<file path="config.mk">
export PLATFORM = sky130hd
export DESIGN_NAME = tamagotchi_button_conditioner
export DESIGN_NICKNAME = d
export VERILOG_FILES = /design/src/rtl/tamagotchi_button_conditioner.sv
export SDC_FILE = /design/constraint.sdc
export NUM_CORES = 1
export LEC_CHECK = 0
export BUFFER_PORTS_ARGS = -buffer_cell sky130_fd_sc_hd__buf_2
export CORE_MARGIN = 3
export CORE_UTILIZATION = 55
export CTS_CLUSTER_DIAMETER = 100
export DETAILED_ROUTE_END_ITERATION = 7
export MAX_ROUTING_LAYER = met4
export PLACE_DENSITY = 0.74
export REMOVE_ABC_BUFFERS = 1
export SYNTH_ARGS = -nofsm -noshare
export SYNTH_HDL_FRONTEND = slang
export SYNTH_SLANG_ARGS = --single-unit
export TNS_END_PERCENT = 10
</file>
<file path="constraint.sdc">
create_clock -name clk -period 3.1 [get_ports clk]
set_input_delay 0.31 -clock clk [delete_from_list [all_inputs] [get_ports clk]]
set_output_delay 0.31 -clock clk [all_outputs]
set_load 0.005 [all_outputs]
</file>
<file path="src/rtl/tamagotchi_button_conditioner.sv">
// Conditions six raw pushbuttons into FSM-ready commands: 2-flop sync, debounce,
// stretched press pulses on action buttons and long-press pulses on reset/test.
module tamagotchi_button_conditioner #(
  parameter bit ACTIVE_LOW      = 1'b1,
  parameter int DEBOUNCE_CYCLES = 1000000,
  parameter int PULSE_CYCLES    = 4000000,
  parameter int LONG_CYCLES     = 250000000
) (
  input  logic       clk,
  input  logic       rst,
  input  logic       raw_salud,
  input  logic       raw_energia,
  input  logic       raw_hambre,
  input  logic       raw_diversion,
  input  logic       raw_reset,
  input  logic       raw_test,
  output logic       btn_salud,
  output logic       btn_energia,
  output logic       btn_hambre,
  output logic       btn_diversion,
  output logic       btn_reset,
  output logic       btn_test,
  output logic [5:0] pressed
);

  localparam int DW = $clog2(DEBOUNCE_CYCLES + 1);
  localparam int PW = $clog2(PULSE_CYCLES + 1);
  localparam int LW = $clog2(LONG_CYCLES + 1);
  localparam logic [DW-1:0] DB_LAST   = DW'(DEBOUNCE_CYCLES - 1);
  localparam logic [PW-1:0] PULSE_LD  = PW'(PULSE_CYCLES);
  localparam logic [LW:0]   HOLD_LAST = (LW + 1)'(LONG_CYCLES - 1);

  typedef enum logic [1:0] {IDLE, HOLD, FIRE, WAIT_REL} lp_state_t;

  logic [5:0] raw_vec;
  logic [5:0] lvl;
  logic [5:0] sync1;
  logic [5:0] sync2;
  logic [5:0] db_level;
  logic [5:0] db_prev;
  logic [3:0] act_out;
  logic [1:0] long_out;

  // Channel order matches the pressed bus: {test,reset,diversion,hambre,energia,salud}
  assign raw_vec = {raw_test, raw_reset, raw_diversion, raw_hambre, raw_energia, raw_salud};
  assign lvl     = raw_vec ^ {6{ACTIVE_LOW}};

  always_ff @(posedge clk) begin
    if (rst) begin
      sync1   <= '0;
      sync2   <= '0;
      db_prev <= '0;
    end else begin
      sync1   <= lvl;
      sync2   <= sync1;
      db_prev <= db_level;
    end
  end

  for (genvar g = 0; g < 6; g++) begin : g_db
    logic [DW-1:0] db_cnt;
    logic          level_q;

    always_ff @(posedge clk) begin
      if (rst) begin
        db_cnt  <= '0;
        level_q <= 1'b0;
      end else if (sync2[g] == level_q) begin
        db_cnt <= '0;
      end else if (db_cnt == DB_LAST) begin
        level_q <= ~level_q;
        db_cnt  <= '0;
      end else begin
        db_cnt <= db_cnt + 1'b1;
      end
    end

    assign db_level[g] = level_q;
  end

  // A rise while still stretching reloads the counter, so the pulse always ends
  // PULSE_CYCLES after the most recent press.
  for (genvar g = 0; g < 4; g++) begin : g_act
    logic [PW-1:0] pulse_cnt;

    always_ff @(posedge clk) begin
      if (rst) begin
        pulse_cnt <= '0;
      end else if (db_level[g] && !db_prev[g]) begin
        pulse_cnt <= PULSE_LD;
      end else if (pulse_cnt != '0) begin
        pulse_cnt <= pulse_cnt - 1'b1;
      end
    end

    assign act_out[g] = (pulse_cnt != '0);
  end

  for (genvar g = 0; g < 2; g++) begin : g_long
    lp_state_t     state, state_n;
    logic [LW-1:0] hold_cnt, hold_n;
    logic [PW-1:0] pulse_cnt, pulse_n;
    logic          held;

    assign held = db_level[4 + g];

    always_ff @(posedge clk) begin
      if (rst) begin
        state     <= IDLE;
        hold_cnt  <= '0;
        pulse_cnt <= '0;
      end else begin
        state     <= state_n;
        hold_cnt  <= hold_n;
        pulse_cnt <= pulse_n;
      end
    end

    always_comb begin
      state_n = state;
      hold_n  = hold_cnt;
      pulse_n = pulse_cnt;
      case (state)
        IDLE: begin
          if (held) begin
            state_n = HOLD;
            hold_n  = '0;
          end
        end
        HOLD: begin
          if (!held) begin
            state_n = IDLE;
          end else if (({1'b0, hold_cnt} + 1'b1) >= HOLD_LAST) begin
            // Firing on the cycle the count would reach LONG_CYCLES-1
            state_n = FIRE;
            pulse_n = PULSE_LD;
          end else begin
            hold_n = hold_cnt + 1'b1;
          end
        end
        FIRE: begin
          pulse_n = pulse_cnt - 1'b1;
          if (pulse_cnt == PW'(1)) state_n = WAIT_REL;
        end
        WAIT_REL: begin
          if (!held) state_n = IDLE;
        end
        default: state_n = IDLE;
      endcase
    end

    assign long_out[g] = (state == FIRE);
  end

  assign btn_salud     = act_out[0];
  assign btn_energia   = act_out[1];
  assign btn_hambre    = act_out[2];
  assign btn_diversion = act_out[3];
  assign btn_reset     = long_out[0];
  assign btn_test      = long_out[1];
  assign pressed       = db_level;

endmodule
</file>
==> results_dict.tcl, run 1 <==
set metrics [dict create \
    status "complete, but fails checks" \
    violations "negative setup slack" \
    setup-violations-final 8 \
    min_from "rst" \
    slew_viol_final 0 \
    power_density_mw_per_mm2 658 \
    finalCritPeriodShare_pct 110 \
    tightest_slew_ns 0.874 \
    cts_made_buffers 37 \
    via_per_inst 5.73 \
    worst_path_largest_cell_delay_ns 0.55 \
    dpl_worst_slack_ns -0.198 \
    postLayoutCoreUtil_pct 68.2 \
    drc 0 \
    routedWlPerCell_um 15.1 \
    die_y_um 178 \
    areaGrowthSynthToFinish_pct 21.5 \
    fillerInstances 2301 \
    clock_latency_ns 0.53 \
    rr_startpoint "g_act[2].pulse_cnt[7]" \
    grt_max_degree 89 \
    crit_arrival_ns 3.09 \
    synth_cell_type_count 82 \
    setup_tns_ns -0.450 \
    finalNonFillerCells 2523 \
    critPathSlowestCell "or4_4" \
    track_usage_pct 23.7 \
    worst-path-buf-inv 3 \
    drt-total-wl_um 38000 \
    synth-simple-area-share_pct 29.5 \
    cts_root_buf "clkbuf_16" \
    post-route-min-period_ns 3.40 \
    num_vias 14500 \
    end_kind "primary output" \
    crit_family "simple AND/OR/NAND/NOR gates" \
    synth_area_mm2 0.0162 \
    portBuffers 19 \
    diodes 0 \
    peakVddDrop_mv 0.465 \
    dp.cells 2424 \
    seq_area_frac_synth_pct 41.2 \
    start_util_pct 56.1 \
    startpoint "g_act[2].pulse_cnt[7]" \
    path_max_fanout 2 \
    fin_total_pwr_uw 13000 \
    antenna_found_initial 0 \
    synth-xor-area-share_pct 11.3 \
    drt_first_pass_iters 5 \
    max_slew_margin_pct 41.7 \
    p_leak_uw 0.00714 \
    ctsHtreeMaxLevel 2 \
    gp_congestion 0.913 \
    rsz0062_at_grt "true" \
    syn_inst 1966 \
    hold_viol 0 \
    setup_ws_ns -0.300 \
    dp_hpwl_um 24700 \
    avgSynthCellArea_um2 8.26 \
    fmax_mhz 294 \
    cp-start-kind "register" \
    drive_gt1_share_pct 18.6 \
    synth-edff-count 0 \
    ys.warnings.count 0 \
    finClkSkew_ns 0.0177 \
    dieArea_mm2 0.0316 \
    clockBufferDepth 3 \
    critical_path.cell_chain "or4_4 -> nor4_4 -> or4b_4 -> or4_4 -> nor4b_4 -> inv_2 -> buf_6 -> buf_6" \
    grt_pass1_wl_um 62700 \
    drtIter0Drc 931 \
    grt_pass1_vias 13700 \
    yosys_most_used_dff "dfxtp_1" \
    cts_tree "yes" \
    drv_cap 0 \
    rows 62 \
    muxShareOfSynthArea_pct 0.770 \
    ant_nets 0 \
    min_path_type "primary input to register" \
    crit_type "register to primary output" \
    path_clk_slew_ns 0.06 \
    cp_data_required_time_ns 2.79 \
    synth_seq_cells 334 \
    synthArstFlopShare_pct 0 \
    fin_nets 2138 \
    synth_top_family_by_area "simple AND/OR/NAND/NOR gates" \
    io_pins 20 \
    grt-ovfl-total 0 \
    core_mm2 0.0289 \
    die_w_um 178 \
    cts_sinks 334 \
    synth-compound-area-share_pct 12.2 \
    synth-adder-area-share_pct 1.39 \
]
layout by cell type, fill, tap and decap left out, drive strengths merged, types with 6 or more instances in the layout:
cell type | Yosys | layout
a211oi | 10 | 10
a21oi | 111 | 111
a31oi | 27 | 27
and2 | 11 | 11
and3 | 47 | 47
and4 | 11 | 11
buf | 35 | 197
clkbuf | 63 | 50
clkinv | 0 | 9
dfxtp | 334 | 334
dlygate4sd3 | 0 | 6
ha | 18 | 18
inv | 41 | 42
mux2i | 8 | 8
nand2 | 162 | 162
nand2b | 19 | 19
nand3 | 97 | 97
nand3b | 9 | 9
nand4 | 39 | 39
nor2 | 296 | 296
nor2b | 19 | 19
nor3 | 65 | 65
nor4 | 40 | 40
nor4b | 23 | 23
o211ai | 17 | 17
o21a | 9 | 9
o21ai | 81 | 81
o22ai | 6 | 6
o31ai | 12 | 12
or2 | 9 | 10
or3 | 43 | 43
or4 | 23 | 23
xnor2 | 128 | 128
xor2 | 82 | 82
routing by layer:
| metal | up-vias | global-route usage, % | part of all wire, % |
|---|---|---|---|
| met4 | 0 | 7.43 | 2.3 |
| li1 | 7196 | - | - |
| met2 | 290 | 39.9 | 49 |
| met5 | - | - | 0 |
| met3 | 80 | 3.08 | 4.0 |
| met1 | 6897 | 29.8 | 45 |
registers in the layout (all words and copies together) (netlist names), named ones only:
signal	flops
sync1	6
g_db.level_q	6
g_long.state	2
db_prev	4
g_long.hold_cnt	56
sync2	6
g_act.pulse_cnt	88
g_db.db_cnt	120
g_long.pulse_cnt	44
kinds of logic after synthesis:
group | after synthesis
AND/OR/NAND/NOR | 934
flip-flops | 334
AO/OA/AOI/OAI | 319
XOR/XNOR | 210
buffers and inverters | 139
adder cells (fa/ha/maj) | 18
multiplexers | 12
cells in the mapped netlist (all sizes together), types with 6 or more instances:
| library cell | count | share of area [%] |
|---|---|---|
| a211oi | 10 | 0.49 |
| buf | 35 | 1.2 |
| or3 | 43 | 1.7 |
| xor2 | 82 | 4.4 |
| dfxtp | 334 | 41 |
| and2 | 11 | 0.42 |
| a21oi | 111 | 3.4 |
| or2 | 9 | 0.35 |
| and3 | 47 | 1.8 |
| o21a | 9 | 0.42 |
| xnor2 | 128 | 6.9 |
| nand2 | 162 | 3.8 |
| mux2i | 8 | 0.49 |
| nor3 | 65 | 2.1 |
| nor4 | 40 | 1.8 |
| inv | 41 | 0.95 |
| a31oi | 27 | 1.0 |
| o31ai | 12 | 0.64 |
| nor4b | 23 | 1.4 |
| nand4 | 39 | 1.5 |
| nand3b | 9 | 0.42 |
| o22ai | 6 | 0.23 |
| nand3 | 97 | 3.1 |
| or4 | 23 | 1.1 |
| o21ai | 81 | 2.5 |
| o211ai | 17 | 0.82 |
| nand2b | 19 | 0.73 |
| nor2b | 19 | 0.73 |
| nor2 | 296 | 6.9 |
| ha | 18 | 1.4 |
| clkbuf | 63 | 1.5 |
| and4 | 11 | 0.59 |
worst reg2reg max path, delay by kind of cell, from the launching register on:
family / cells / cell delay (ns)
DFF: 1 / 0.32
xor gates and xnor gates: 1 / 0.14
and+or+nand+nor: 8 / 2.32
AOI/OAI and AO/OA: 1 / 0.08
buffers and inverters: 1 / 0.17
worst paths after layout:
check                            end  slack [ns]  cells past startpoint
max                       btn_hambre       -0.30                      8
min          g_long[0].pulse_cnt[11]        0.31                      3
max reg2reg   g_act[2].pulse_cnt[21]       -0.06                     11
min reg2reg                 sync2[0]        0.44                      1
where the power goes:
part / switching [uW] / total (uW) / internal (uW)
combinational: 1610 / 3170 / 1560
sequential: 427 / 5170 / 4740
clock: 1790 / 4660 / 2870
per-stage QoR:
step	area, um^2	hold WS (ns)
2_1_floorplan	15800	0.377
3_3_place_gp	17600	0.418
3_5_place_dp	17600	0.429
4_1_cts	19200	0.302
5_1_grt	19700	0.338
6_report	19700	0.313
cell type report:
type,instances,area (um^2),area share [%]
multi-input cells,1494,9470,48.0
flip-flops and latches,334,6730,34.1
repair buffers,204,1590,8.07
clock buffers,50,1080,5.45
well taps,384,480,2.43
clock inverters,16,240,1.22
inverters,41,154,0.780
repair_timing:
| action | CTS | global route |
|---|---|---|
| endpoints found under the hold margin | 6 | 0 |
| pin swaps | 11 | 32 |
| buffers inserted | 10 | 14 |
| setup endpoints to repair | 74 | 131 |
| resized for setup | 27 | 118 |
| cloned | 0 | 3 |
| hold buffers | 6 | 0 |
No activity file was read; power rests on OpenSTA's default activity.
==> run 2, diff against run 1 <==
--- a/config.mk
+++ b/config.mk
@@ -6,6 +6,7 @@
 export NUM_CORES = 1
 export LEC_CHECK = 0
 export BUFFER_PORTS_ARGS = -buffer_cell sky130_fd_sc_hd__buf_2
+export CORE_ASPECT_RATIO = 0.6
 export CORE_MARGIN = 3
 export CORE_UTILIZATION = 55
 export CTS_CLUSTER_DIAMETER = 100
==> results_dict.tcl, run 2 (synthesis gave the netlist of run 1 again) <==
set metrics [dict create \
    status "complete, but fails checks" \
    violations "negative setup slack" \
    grt-ovfl-total 0 \
    num_vias 14400 \
    fin_nets 2131 \
    cp_data_required_time_ns 2.79 \
    antenna_found_initial 0 \
    comb_power_share_pct 25.8 \
    postLayoutCoreUtil_pct 67.8 \
    fin_area_mm2 0.0196 \
    grt_max_degree 120 \
    drive_gt1_share_pct 18.9 \
    crit_arrival_ns 3.17 \
    cts_sinks 334 \
    areaGrowthSynthToFinish_pct 20.6 \
    end_kind "primary output" \
    tightest_slew_ns 1.00 \
    die_y_um 139 \
    min_path_type "primary input to register" \
    finalCritPeriodShare_pct 112 \
    drt-total-wl_um 38600 \
    diodes 0 \
    dp.cells 2436 \
    p_switching_uw 3660 \
    cts_made_buffers 31 \
    setup-violations-final 8 \
    grt_pass1_vias 13300 \
    dpl_cell_area_mm2 0.0176 \
    final_common_cell "dfxtp_1" \
    cp-start-kind "register" \
    grt_use_met2_pct 34.4 \
    gr-usage-met1_pct 34.6 \
    path_clk_slew_ns 0.06 \
    drc 0 \
    rr_startpoint "g_act[2].pulse_cnt[7]" \
    top_regs "g_db.db_cnt (120), g_act.pulse_cnt (88), g_long.hold_cnt (56)" \
    crit_type "register to primary output" \
    start_util_pct 56.2 \
    largest_reg_flops 120 \
    layout_common_cells "dfxtp_1, nor2_1, buf_4" \
    p_int_uw 8560 \
    slew_viol_final 0 \
    max_slew_margin_pct 32.5 \
    switching_share_pct 30.0 \
    setup_ws_ns -0.383 \
    clock_power_share_pct 32.0 \
    grt-busiest-layer "met1" \
    power_density_mw_per_mm2 624 \
    die_w_um 228 \
    dp_hpwl_um 26100 \
    grt_pass1_wl_um 63400 \
    clockBufferDepth 3 \
    dpl_worst_slack_ns -0.143 \
    finalNonFillerCells 2528 \
    ctsHtreeMaxLevel 1 \
    clock_latency_ns 0.57 \
    peakVddDrop_mv 0.455 \
    rows 48 \
    via_per_inst 5.70 \
    fmax_mhz 287 \
    finClkSkew_ns 0.00959 \
    gr-usage-met3_pct 4.21 \
    path_max_fanout 3 \
    track_usage_pct 23.6 \
    io_pins 20 \
    p_leak_uw 0.00710 \
    startpoint "g_act[2].pulse_cnt[7]" \
    portBuffers 19 \
    hold_slack_ns 0.313 \
    cts_root_buf "clkbuf_16" \
    fillerInstances 2307 \
    drt_first_pass_iters 5 \
    seq_power_share_pct 42.2 \
    regMostFlops "g_db.db_cnt" \
    core_mm2 0.0289 \
    rsz0062_at_grt "true" \
    ant_nets 0 \
    drtIter0Drc 1214 \
    hold_viol 0 \
    dieArea_mm2 0.0317 \
    gp_congestion 0.955 \
    drv_cap 0 \
    routedWlPerCell_um 15.3 \
    cts_tree "yes" \
    post-route-min-period_ns 3.48 \
    min_from "rst" \
]
==> run 2: changes by cell type in the layout (fill, tap and decap cells not counted), sizes merged <==
cell / delta
bufinv: -2
clkdlybuf4s15: +1
clkbuf: -8
inv: -1
buf: -2
clkinvlp: +2
clkinv: -1
==> run 2: final cells by class <==
cell class	count	area, um^2	share of cell area (%)
Timing Repair Buffer	203	1620	8.26
Tap cell	400	500	2.55
Clock inverter	14	156	0.798
Sequential cell	334	6730	34.4
Clock buffer	42	887	4.53
Multi-Input combinational cell	1494	9550	48.7
Inverter	41	154	0.785
==> run 2: path summary, 6_finish.rpt <==
kind	to	slack [ns]	depth (start not counted)
min	g_act[3].pulse_cnt[8]	0.31	3
max	btn_hambre	-0.38	8
max reg2reg	g_act[2].pulse_cnt[21]	-0.08	11
min reg2reg	sync2[3]	0.44	1
==> run 2: routing by layer <==
metal	wire length, um	vias to the layer above
li1	-	7202
met5	0	-
met2	16000	404
met4	601	0
met3	2550	57
met1	19500	6740
==> run 2: worst max-delay path, stage by stage (launching register included) <==
cell     delay, ns
dfxtp_2       0.32
or4_4         0.55
nor4_4        0.22
or4b_4        0.50
or4_4         0.45
nor4b_4       0.27
inv_2         0.07
buf_6         0.12
buf_6         0.10
==> run 2: what timing repair did <==
| action | CTS | global route |
|---|---|---|
| setup buffers | 11 | 18 |
| setup endpoints to repair | 92 | 136 |
| gates resized for setup | 35 | 137 |
| endpoints found under the hold margin | 6 | 0 |
| hold buffers | 6 | 0 |
| cloned | 0 | 3 |
| pin swaps | 13 | 53 |
==> run 2: stage by stage <==
stage               total power (uW)  setup TNS (ns)
floorplan                       7310          -12.26
global placement                7920          -0.473
detailed placement              8040           -4.44
CTS                            12100           -1.03
global route                   12900           -5.47
finish                         12200          -0.768
==> run 2: power groups by stage <==
stage / clock (uW) / combinational (uW) / sequential (uW)
6_report: 3910 / 3160 / 5160
5_1_grt: 4180 / 3520 / 5210
4_1_cts: 3980 / 3000 / 5150
3_5_place_dp: 0 / 2810 / 5220
3_3_place_gp: 0 / 2720 / 5190
2_1_floorplan: 0 / 2160 / 5140
==> run 3, diff against run 2 <==
--- a/config.mk
+++ b/config.mk
@@ -11,8 +11,7 @@
 export CORE_UTILIZATION = 55
 export CTS_CLUSTER_DIAMETER = 100
 export DETAILED_ROUTE_END_ITERATION = 7
-export MAX_ROUTING_LAYER = met4
-export PLACE_DENSITY = 0.74
+export PLACE_DENSITY = 0.71
 export REMOVE_ABC_BUFFERS = 1
 export SYNTH_ARGS = -nofsm -noshare
 export SYNTH_HDL_FRONTEND = slang
==> constraint.sdc (replaced) <==
create_clock -name clk -period 4.37 [get_ports clk]
set_input_delay 0.437 -clock clk [delete_from_list [all_inputs] [get_ports clk]]
set_output_delay 0.437 -clock clk [all_outputs]
set_load 0.005 [all_outputs]
==> results_dict.tcl, run 3 (synthesis gave the netlist of run 1 again) <==
set metrics [dict create \
    status "complete, no violations" \
    grt_pass1_vias 12200 \
    die_y_um 139 \
    largest_reg_flops 120 \
    die_w_um 228 \
    cts_made_buffers 34 \
    core_mm2 0.0289 \
    post-route-min-period_ns 3.99 \
    worst_path_most_repeated_cell "nand3_1" \
    cp_data_required_time_ns 4.79 \
    rr_endpoint "g_long[0].hold_cnt[6]" \
    switching_share_pct 30.0 \
    hold_viol 0 \
    dpl_worst_slack_ns 0.483 \
    min_path_type "primary input to register" \
    cts_root_buf "clkbuf_16" \
    ctsHtreeMaxLevel 2 \
    comb_power_share_pct 22.2 \
    peakVddDrop_mv 0.294 \
    clockBufferDepth 3 \
    crit_arrival_ns 4.41 \
    worst_path_largest_cell_delay_ns 0.62 \
    dp_hpwl_um 23700 \
    rr_startpoint "g_long[0].hold_cnt[0]" \
    dieArea_mm2 0.0317 \
    rsz0062_at_grt "false" \
    cts_tree "yes" \
    rows 48 \
    cp-start-kind "register" \
    ant_nets 0 \
    finClkSkew_ns 0.0195 \
    max_slew_margin_pct 31.7 \
    cts_hold_buf 0 \
    p_leak_uw 0.00603 \
    p_switching_uw 2520 \
    drt-total-wl_um 35100 \
    track_usage_pct 21.7 \
    power_density_mw_per_mm2 476 \
    fin_nets 1963 \
    post-cts-setup-buffers 0 \
    critical_path.cell_chain "ha_1 -> nand3_1 -> xnor2_1 -> o32ai_1 -> a31oi_1 -> o41ai_1 -> nand3_1 -> a211oi_2 -> or2_1 -> o21ai_0 -> a311oi_1" \
    finalCritPeriodShare_pct 91.3 \
    min_from "raw_test" \
    gp_congestion 0.891 \
    clock_latency_ns 0.52 \
    crit_type "register to register" \
    seq_power_share_pct 43.4 \
    fmax_mhz 251 \
    num_vias 13600 \
    tightest_slew_ns 1.02 \
    ctsResizeCount 0 \
    antenna_found_initial 0 \
    setup_tns_ns 0 \
    min_path_cells 2 \
    start_util_pct 56.2 \
    drt_first_pass_iters 5 \
    clock_power_share_pct 34.4 \
    portBuffers 19 \
    setup_ws_ns 0.379 \
    critPathSlowestCell "o41ai_1" \
    end_kind "register" \
    drtIter0Drc 1240 \
    diodes 0 \
    drc 0 \
    path_clk_slew_ns 0.06 \
    final_common_cell "dfxtp_1" \
    via_per_inst 5.75 \
    path_max_fanout 17 \
    min_to "sync1[5]" \
    regMostFlops "g_db.db_cnt" \
    p_int_uw 5880 \
    layout_common_cells "dfxtp_1, nor2_1, nand2_1" \
    routedWlPerCell_um 14.8 \
    grt_pass1_wl_um 59900 \
    io_pins 20 \
    setup-violations-final 0 \
    rr_worst_depth 11 \
    grt_max_degree 120 \
    grt-ovfl-total 0 \
    areaGrowthSynthToFinish_pct 8.51 \
    drive_gt1_share_pct 6.58 \
    drv_cap 0 \
    top_regs "g_db.db_cnt (120), g_act.pulse_cnt (88), g_long.hold_cnt (56)" \
    slew_viol_final 0 \
    r2r_setup_slack_ns 0.38 \
    cts_sinks 334 \
]
## run 3: changes by cell type in the layout (fill, tap and decap cells not counted), moves of 8 or more
cell / previous run / this run
dfxtp_2: 20 / 0
buf_4: 157 / 14
buf_6: 18 / 0
nand2_1: 153 / 161
dfxtp_1: 309 / 334
## run 3: worst max path at each step
stage / startpoint / end / slack (ns)
after floorplan: g_long[1].hold_cnt[14] / g_long[1].pulse_cnt[6] / 0.84
after global placement: g_long[0].hold_cnt[0] / g_long[0].hold_cnt[6] / 0.61
after detailed placement: g_long[0].hold_cnt[0] / g_long[0].hold_cnt[6] / 0.48
after CTS: g_long[0].hold_cnt[0] / g_long[0].hold_cnt[6] / 0.47
after global routing: g_long[0].hold_cnt[0] / g_long[0].hold_cnt[6] / 0.0005
final: g_long[0].hold_cnt[0] / g_long[0].hold_cnt[6] / 0.38
## run 3: critical path: cells and delay by family, from the launching register on
family                     cells  cell delay (ns)
DFF                            1             0.46
and+or+nand+nor                3             0.96
AOI/OAI and AO/OA              6             1.97
adders and majority gates      1             0.31
xor gates and xnor gates       1             0.19
## run 3: per-layer routing
metal,global-route usage (%),up-vias,part of all wire [%]
met5,0,-,0
met4,4.41,0,1.4
met3,3.90,53,5.7
met2,31.3,328,40
met1,33.7,6342,53
li1,-,6853,-
## run 3: cell type report
type / count / area [um^2]
fill: 2529 / 11300
sequential: 334 / 6690
tap: 400 / 500
timing repair buffer: 33 / 215
multi-input combinational: 1493 / 8960
inverter: 41 / 154
clock inverter: 12 / 109
clock buffer: 48 / 995
## run 3: power by group through the flow
stage | clock [uW] | sequential, uW | combinational, uW
finish | 2890 | 3650 | 1870
global route | 3120 | 3690 | 2140
CTS | 2960 | 3640 | 1880
detailed placement | 0 | 3710 | 1860
global placement | 0 | 3690 | 1800
floorplan | 0 | 3650 | 1540
## run 3: metrics by stage
| stage | total power, uW | hold slack, ns | std cells | area [um^2] | util (%) |
|---|---|---|---|---|---|
| after global placement | 5500 | 0.421 | 2301 | 16500 | 57.2 |
| after detailed placement | 5570 | 0.428 | 2301 | 16500 | 57.2 |
| after floorplan | 5180 | 0.414 | 1868 | 15800 | - |
| after global routing | 8950 | 0.0520 | 2361 | 17600 | 61.0 |
| after CTS | 8480 | 0.0454 | 2361 | 17600 | 61.0 |
| final | 8400 | 0.0619 | 2361 | 17600 | 61.0 |
